`src/rtl/seven_seg_scan_4.sv`:
```
//------------------------------------------------------------------------------
// Module      : seven_seg_scan_4
// Description : Four-digit multiplexed 7-segment driver with frame-aligned
//               display updates. Define SEVEN_SEG_SCAN_BLANK_EN to enable
//               leading-zero blanking.
// Revision    : 1.0 - initial release
//------------------------------------------------------------------------------
`timescale 1ns/1ps
`default_nettype none

module seven_seg_scan_4 #(
    parameter int CLK_DIV = 50000
) (
    input  logic       Clock,
    input  logic       Reset_n,
    input  logic       Load,
    input  logic [3:0] Digit3,
    input  logic [3:0] Digit2,
    input  logic [3:0] Digit1,
    input  logic [3:0] Digit0,
    input  logic [3:0] DotMask,
    output logic [3:0] Anodes,
    output logic [6:0] Segments,
    output logic       Dot,
    output logic       FrameDone
);

    localparam int            PS_WIDTH = (CLK_DIV > 1) ? $clog2(CLK_DIV) : 1;
    localparam logic [PS_WIDTH-1:0] PS_LAST = PS_WIDTH'(CLK_DIV - 1);

    // Packed display word layout: {dot_mask, digit3, digit2, digit1, digit0}
    logic [PS_WIDTH-1:0] prescaler;
    logic [1:0]          scan_idx;
    logic [19:0]         disp_reg;
    logic [19:0]         pend_reg;
    logic                pend_flag;
    logic                tick;
    logic                wrap_tick;
    logic [19:0]         load_word;
    logic [3:0]          blank;
    logic [3:0]          cur_digit;
    logic [6:0]          cur_seg;
    logic [3:0]          dot_vec;

    assign tick      = (prescaler == PS_LAST);
    assign wrap_tick = tick && (scan_idx == 2'd3);
    assign load_word = {DotMask, Digit3, Digit2, Digit1, Digit0};
    assign dot_vec   = disp_reg[19:16];

    function automatic logic [6:0] seg_decode(input logic [3:0] d);
        logic [6:0] s;
        case (d)
            4'd0:    s = 7'h40;
            4'd1:    s = 7'h79;
            4'd2:    s = 7'h24;
            4'd3:    s = 7'h30;
            4'd4:    s = 7'h19;
            4'd5:    s = 7'h12;
            4'd6:    s = 7'h02;
            4'd7:    s = 7'h78;
            4'd8:    s = 7'h00;
            4'd9:    s = 7'h10;
            default: s = 7'h3F;
        endcase
        return s;
    endfunction

    always_ff @(posedge Clock or negedge Reset_n) begin
        if (!Reset_n) begin
            prescaler <= '0;
            scan_idx  <= 2'd0;
        end else if (tick) begin
            prescaler <= '0;
            scan_idx  <= scan_idx + 2'd1;
        end else begin
            prescaler <= prescaler + 1'b1;
        end
    end

    // The display word only changes on the frame wrap so a frame never mixes
    // old and new digits; a Load on that same tick bypasses the pending stage.
    always_ff @(posedge Clock or negedge Reset_n) begin
        if (!Reset_n) begin
            disp_reg  <= '0;
            pend_reg  <= '0;
            pend_flag <= 1'b0;
        end else if (wrap_tick) begin
            if (Load) begin
                disp_reg <= load_word;
            end else if (pend_flag) begin
                disp_reg <= pend_reg;
            end
            pend_flag <= 1'b0;
        end else if (Load) begin
            pend_reg  <= load_word;
            pend_flag <= 1'b1;
        end
    end

    always_comb begin
        blank = 4'b0000;
`ifdef SEVEN_SEG_SCAN_BLANK_EN
        blank[3] = (disp_reg[15:12] == 4'd0);
        blank[2] = blank[3] && (disp_reg[11:8] == 4'd0);
        blank[1] = blank[2] && (disp_reg[7:4] == 4'd0);
`endif
    end

    always_comb begin
        cur_digit = disp_reg[3:0];
        case (scan_idx)
            2'd0: cur_digit = disp_reg[3:0];
            2'd1: cur_digit = disp_reg[7:4];
            2'd2: cur_digit = disp_reg[11:8];
            2'd3: cur_digit = disp_reg[15:12];
            default: cur_digit = disp_reg[3:0];
        endcase
        cur_seg = blank[scan_idx] ? 7'h7F : seg_decode(cur_digit);
    end

    always_ff @(posedge Clock or negedge Reset_n) begin
        if (!Reset_n) begin
            Anodes    <= 4'hF;
            Segments  <= 7'h7F;
            Dot       <= 1'b1;
            FrameDone <= 1'b0;
        end else begin
            Anodes    <= ~(4'b0001 << scan_idx);
            Segments  <= cur_seg;
            Dot       <= ~dot_vec[scan_idx];
            FrameDone <= wrap_tick;
        end
    end

endmodule

`default_nettype wire

```
`config.mk`:
```
export PLATFORM = sky130hd
export DESIGN_NAME = seven_seg_scan_4
export DESIGN_NICKNAME = d
export VERILOG_FILES = /design/src/rtl/seven_seg_scan_4.sv
export SDC_FILE = /design/constraint.sdc
export NUM_CORES = 1
export LEC_CHECK = 0
export CORE_MARGIN = 10
export CORE_UTILIZATION = 61
export DETAILED_ROUTE_END_ITERATION = 10
export PLACE_DENSITY = 0.82
export SETUP_SLACK_MARGIN = 0.5
export SLEW_MARGIN = 25
export SYNTH_ARGS = -nofsm -noshare
export SYNTH_HDL_FRONTEND = slang
export SYNTH_SLANG_ARGS = --single-unit
```
`constraint.sdc`:
```
create_clock -name Clock -period 5.35 [get_ports Clock]
set_input_delay 0.8025 -clock Clock [delete_from_list [all_inputs] [get_ports Clock]]
set_output_delay 0.8025 -clock Clock [all_outputs]
set_load 0.01 [all_outputs]
```
==> Word-level counts from Yosys, hierarchy flattened <==
Memories as Yosys holds them, arrays and structs flattened. A register that Yosys moved wholly into a read port is not among the register bits.
Cells that the tools add are included.
{ "op_classes": {"shift": 1, "n_reduce_logical": 7, "bitwise_logic": 3, "mux": 8, "n_eq_ne": 4, "n_addsub": 2, "magnitude_cmp": 1} }
{ "op_table": {"columns": ["op", "count"], "rows": [
  ["$mux 20", 2],
  ["$add 16x1->16 const B", 1],
  ["$eq 16x16->1 const B", 1],
  ["$mux 16", 1],
  ["$pmux 4 s4", 1],
  ["$eq 2x2->1 const B", 2],
  ["$not 4->4", 1],
  ["$reduce_and 2->1", 2],
  ["$reduce_bool 2->1", 2],
  ["$shl 1x2->4 const A", 1],
  ["$lt 2x3->1 const B", 1],
  ["$mux 1", 3],
  ["$add 2x1->2 const B", 1],
  ["$bmux 1 s2", 1],
  ["$eq 2x1->1 const B", 1],
  ["$logic_not 2->1", 1],
  ["$not 1->1", 2],
  ["$logic_and 1x1->1", 1],
  ["$logic_not 1->1", 1]
]} }
{ "word_totals": {"ff_bits": 65, "elab_cells": 35, "mem_count": 1, "rom_bits": 112, "input_bits": 23} }
{ "mem_list": {"columns": ["name", "words", "word_bits", "read_ports", "rd_clocked_by_memory_dff", "wr", "line", "text"], "rows": [
  ["(no name shown)", 16, 7, 1, 1, 0, "52", "case (d)"]
]} }

==> Depth between registers and ports, before layout <==
{ "logic_depth": {"word_depth": 4, "ltp_mapped": 8, "depth_no_buf": 8} }

==> Worst setup path before layout <==
No wires, ideal clock.
{ "synth_timing": {"path_kind": "register to register", "startpoint": "reg scan_idx[0]", "endpoint": "reg Segments[3]", "required_ps": 5265, "setup_ps": 85, "arrival_time_ps": 1930, "n_path_buf": 1, "slack_ps": 3335, "period_less_slack_ps": 2015, "path_stages_with_launch": 8, "path_cell_list": "dfrtp_1 inv_1 ha_1 clkbuf_1 mux2i_1 inv_1 ha_1 o221ai_1"} }
{ "synth_via": {"elab_chain_len": 2} }
{ "synth_rtl": {"columns": ["element", "line", "text"], "rows": [
  ["from (decl)", "33", "logic [1:0] scan_idx;"],
  ["from (signal assigned)", "74", "scan_idx <= scan_idx + 2'd1;"],
  ["$eq 2x2->1, or another cell as far along", "111", "case (scan_idx)"],
  ["$pmux 4 s4 (*)", "111", null],
  ["to (decl)", "23", "output logic [6:0] Segments,"]
]} }
Mark *: on every way between the ends. The rest lies on a longest branch, timed or not.
A chain may end at the register's enable or synchronous reset.

==> Final worst setup path <==
{ "layout_timing": {"startpoint": "in Load", "endpoint": "reg disp_reg[5]"} }
{ "layout_via": {"elab_chain_len": 2} }
{ "layout_rtl": {"columns": ["element", "line", "text"], "rows": [
  ["from (decl)", "16", "input logic Load,"],
  ["$reduce_bool 2->1 (no source line)", null, null],
  ["$reduce_and 2->1 (no source line)", null, null],
  ["to (signal assigned)", "89", "disp_reg <= load_word;"],
  ["to (signal assigned)", "91", "disp_reg <= pend_reg;"],
  ["to (decl)", "34", "logic [19:0] disp_reg;"]
]} }
Parallel ways exist; a longest one is shown, timed or not.

==> impl_metrics.ini <==
[worst_setup_path]
slowest_delay_ns = 0.58
cp_max_fo = 22
reg2reg_depth = 5
cp.buffers_inverters = 2
crit_arrival_ns = 2.71
start_kind = primary input
worstSetupPathType = in2reg
end_kind = register
worst_path_max_delay_cell = nand3b_2
worstPathRequired_ns = 5.57
path_cells = clkdlybuf4s50_1 > buf_4 > nor2_1 > nand3b_2 > mux2_2
critPathTopFamily = buffers and inverters
r2r_end = pend_reg[17]$_DFFE_PN0P_
crit_start = Load
reg2reg_from = prescaler[0]$_DFF_PN0_
ff2ff_setup_slack_ns = 2.97

[sta]
setup_viol = 0
slew_headroom_pct = 41.4
drv_slew = 0
fmax_mhz = 401
final.setup_skew_ns = 0.0128
setup_ws_ns = 2.86
rsz0062_at_grt = false
post-route-period-util_pct = 46.6
tns_ns = 0
holdWs_ns = 0.477
fin_crit_ns = 2.49
hold_violations = 0
worst_slew_pin_slew_ns = 0.879

[floorplanning]
io_pins = 36
die_x_um = 95.5
rows = 27
die_y_um = 95.5
core_um2 = 5510
fp.dieArea_um2 = 9110
start_util_pct = 63.1

[synthesis]
synth_async_sr_flop_share_pct = 100
synthesis.area_um2 = 3470
synth_top_cell_area_share_pct = 43.2
synth_edf_count = 0
ys_types = 44
avgSynthCellArea_um2 = 13.5
syn_nets = 289
synth_cells = 257
yosysMostFrequentCell = dfrtp_1
yosys-top-cells-count = 60 x dfrtp_1, 35 x mux2_2, 20 x mux2_4
ys_warn_count = 0
synth.largest_area_cell = dfrtp_1
ys.flop_type = dfrtp_1
ys_seq_elements = 72
seq_area_frac_synth_pct = 52.3
synthTopCellsByArea = dfrtp_1 43%, mux2_2 11%, dfstp_2 9.1%

[power_and_ir_drop]
switching_share_pct = 22.1
power_frac_seq_pct = 55.1
switchingPower_mw = 0.228
power_density_nw_per_um2 = 258
p_clk_share_pct = 37.1
power.leakage_nw = 1.87
design_power_total_mw = 1.03
ir_drop_uv = 173
p_int_mw = 0.803
p_comb_share_pct = 7.8

[detailed_routing]
wl_per_cell_um = 16.3
dr_total_vias = 2038
vias_per_cell = 5.48
drc = 0
wl_mm = 6.08
first_pass_iters = 5
ant_nets = 0
drt-initial-drc-count = 90

[cts]
cts_hold_buf = 0
cts_max_level = 3
insertion_delay_ns = 0.35
cts_buffers = 9
path_clk_slew_ns = 0.06
cts.path.max_buffers = 2
cts_tree = built
cts_sinks = 72
post-cts-setup-buffer-count = 0
cts_resized = 0
cts_root_buf = clkbuf_8

[cells_and_area]
n_fill_cell = 357
fin_cells = 372
areaGrowthSynthToFinish_pct = 15.1
layout-drive-gt1-share_pct = 31.0
stdcell_area_um2 = 4000
diodes = 0
utilization_pct = 72.6
fin_nets = 327

[outcome]
status = finished clean

[placement]
portBuffers = 35
post-place-ws_ns = 2.51
placed_area_um2 = 3820
place_inst = 356
globalplace.congestion = 0.810
hpwl_mm = 4.09

[min_path]
min_from = pend_flag$_DFFE_PN0P_
hp-class = reg2reg
holdPathEnd = pend_flag$_DFFE_PN0P_
whs_path_depth = 2

[global_routing]
gr-usage-all-layers_pct = 14.5
grt_pass1_vias = 2074
antenna_found_initial = 0
grt_pass1_wl_mm = 10.3
grt_max_degree = 73
gr-total-overflow = 0

[run]
cap_violations = 0
==> how the worst max path moves through the flow <==
| stage | slack [ns] | cells after the start | endpoint |
|---|---|---|---|
| detailed placement | 2.51 | 5 | disp_reg[5]$_DFFE_PN0P_ |
| CTS | 2.84 | 5 | disp_reg[5]$_DFFE_PN0P_ |
| global route | 2.73 | 6 | Segments[3]$_DFF_PN1_ |
| finish | 2.86 | 5 | disp_reg[5]$_DFFE_PN0P_ |
| floorplan | 3.33 | 7 | Segments[3]$_DFF_PN1_ |
| global placement | 2.55 | 5 | disp_reg[19]$_DFFE_PN0P_ |
==> placed cells by master, fill, tap and decap left out, types with 4 or more instances in the layout <==
cell type,instances
dfrtp_1,60
mux2_2,35
clkdlybuf4s50_1,34
mux2_4,20
inv_1,14
mux2i_1,13
nor2_1,13
dfstp_2,12
nand2_1,11
clkbuf_8,11
ha_1,9
nand3_1,6
o21ai_0,5
xnor2_1,5
a222oi_1,4
xor2_1,4
==> power by group through the flow <==
stage                     Sequential [mW]  Combinational, mW  Clock [mW]
final                               0.568             0.0803       0.382
after global routing                0.570             0.0882       0.414
after CTS                           0.568             0.0819       0.387
after detailed placement            0.578             0.0813           0
after global placement              0.577             0.0805           0
after floorplan                     0.575             0.0498           0
==> worst register-to-register path, delay by kind of cell, from the launching register on <==
kind / cells / cell delay (ns)
AO/OA/AOI/OAI: 1 / 0.51
flip-flops: 1 / 0.39
AND/OR/NAND/NOR: 2 / 0.80
adder cells (fa/ha/maj): 1 / 0.22
multiplexers: 1 / 0.35
==> cells by family after synthesis <==
kind of cell             count (synthesis)  share of synthesized area [%]
multiplexers                            69                           24.4
buffers and inverters                   24                           4.46
AO/OA/AOI/OAI                           19                           4.07
XOR/XNOR                                 9                           2.27
flip-flops                              72                           52.3
adder cells (fa/ha/maj)                  9                           3.24
AND/OR/NAND/NOR                         55                           9.29
==> area by class of cell <==
type,instances,area (µm²),area share [%]
Clock buffer,13,159,3.97
Clock inverter,3,17.5,0.438
Inverter,14,52.6,1.31
Multi-Input combinational cell,161,1500,37.6
Sequential cell,72,1820,45.4
Tap cell,72,90.1,2.25
Timing Repair Buffer,37,360,9.01
==> metal layers <==
metal  part of all wire, %  global-route usage, %  vias up
li1                      -                      -      983
met1                    45                   19.0     1013
met2                    49                   21.8       32
met3                   4.3                   3.93       10
met4                   1.5                   7.00        0
met5                     0                      0        -
No activity file was read; power rests on OpenSTA's default activity.
==> RTL edit (same settings) <==
Remove the register `Anodes`: a continuous assignment takes its place, so the output `Anodes` follows one clock earlier.
--- a/src/rtl/seven_seg_scan_4.sv
+++ b/src/rtl/seven_seg_scan_4.sv
@@ -122,3 +122,2 @@
         if (!Reset_n) begin
-            Anodes    <= 4'hF;
             Segments  <= 7'h7F;
@@ -127,3 +126,2 @@
         end else begin
-            Anodes    <= ~(4'b0001 << scan_idx);
             Segments  <= cur_seg;
@@ -134,2 +132,4 @@
 
+    assign Anodes = ~(4'b0001 << scan_idx);
+
 endmodule
Behaviour: not the same (a bounded check fails within 4 cycles, from zero or initial values and one cycle with Reset_n low).
==> RTL edit against the original RTL <==
  * Power increased by 7.2%
  * Routed wire length increased by 3.5%
  * Register-to-register slack got worse by 0.12 ns
  * Area after synthesis decreased by 3.5%
  * Via count increased by 2.1%
  * Setup slack got worse by 0.13 ns
  * Sequential cell count decreased by 4
  * First-iteration DRC count increased by 42%
  * Cell area decreased by 1.6%
  * Critical endpoint is now Anodes[2]
  * Highest routed layer unchanged
==> RTL edit: results (changes against the original RTL) <==
Syn Inst Count 252 (was 257); status finished clean (unchanged); Clock Skew 0.00897 ns (was 0.0128 ns); proportion of cell area spent on the clock network 5.98% (was 4.41%); drt pass-1 iters 4 (was 5); register area 1710 sq um (was 1820 sq um); area of the multi-input gates 1500 sq um (about the same); critical path arrival 1.82 ns (was 2.71 ns); met3 Usage GRT 6.63% (was 3.93%); CLK BUF 12 (was 13); met3 WL 373 um (was 261 um); Max-slew headroom 43.3% (was 41.4%); Synth area leaders dfrtp_1 45%, mux2_2 12%, mux2_4 9.0% (was dfrtp_1 43%, mux2_2 11%, dfstp_2 9.1%); Via density 5.70 (was 5.48); initial drt markers 128 (was 90); filler instances 353 (was 357); num sequential 68 (was 72); Non-clock buffering overhead 8.84% (was 9.01%); Final nets 322 (was 327); Signal buffers 36 (was 37); GR Layer Usage met1 19.0% (about the same); GPL Wtd Cong 0.812 (was 0.810); Mapped Nets 284 (was 289); Placed Instances 349 (was 356); floorplan core area 5200 sq um (was 5510 sq um); largest net degree at the start of global routing 69 (was 73); DRT met1 WL 2890 um (was 2750 um); post-synthesis sequential area ratio 51.1% (was 52.3%); pre-CTS setup slack 2.02 ns (was 2.51 ns); static leakage 1.85 nW (was 1.87 nW); GR Util met2 22.6% (was 21.8%); Critical Path Fanout Max 5 (was 22)
## RTL edit: cell count changes after synthesis, sizes merged
| cell | before | now |
|---|---|---|
| and2b | 1 | 0 |
| clkbuf | 5 | 3 |
| nor2b | 1 | 2 |
| dfstp | 12 | 8 |
| buf | 5 | 6 |
## RTL edit: cells by family (layout without fill, tap and decap cells)
group / count (synthesis) / in the layout / share of synthesized area, %
adder cells (fa/ha/maj): 9 / 9 / 3.36
AO/OA/AOI/OAI: 19 / 19 / 4.22
flip-flops: 68 / 68 / 51.1
XOR/XNOR: 9 / 9 / 2.35
multiplexers: 69 / 69 / 25.3
buffers and inverters: 23 / 66 / 4.22
AND/OR/NAND/NOR: 55 / 55 / 9.52
## RTL edit: power groups by stage
stage | Combinational, mW | Sequential (mW) | Clock, mW
finish | 0.0800 | 0.538 | 0.487
floorplan | 0.0498 | 0.544 | 0
global placement | 0.0808 | 0.546 | 0
detailed placement | 0.0817 | 0.546 | 0
CTS | 0.0825 | 0.538 | 0.497
global route | 0.0873 | 0.539 | 0.516
## RTL edit: worst min-delay path: stages, from the launching register on
cell	delay [ns]
dfrtp_1	0.33
nor2_1	0.05
nor2_1	0.08
## RTL edit: final timing paths
kind	slack [ns]	start	end
worst max-delay path	2.73	scan_idx[0]$_DFFE_PN0N_	Anodes[2]
worst min-delay path	0.49	pend_flag$_DFFE_PN0P_	pend_flag$_DFFE_PN0P_
worst max register to register	2.85	prescaler[13]$_DFF_PN0_	pend_reg[15]$_DFFE_PN0P_
worst min register to register	0.49	pend_flag$_DFFE_PN0P_	pend_flag$_DFFE_PN0P_
max in group asynchronous	4.15	Reset_n	disp_reg[12]$_DFFE_PN0P_
min in group asynchronous	0.63	Reset_n	pend_reg[19]$_DFFE_PN0P_
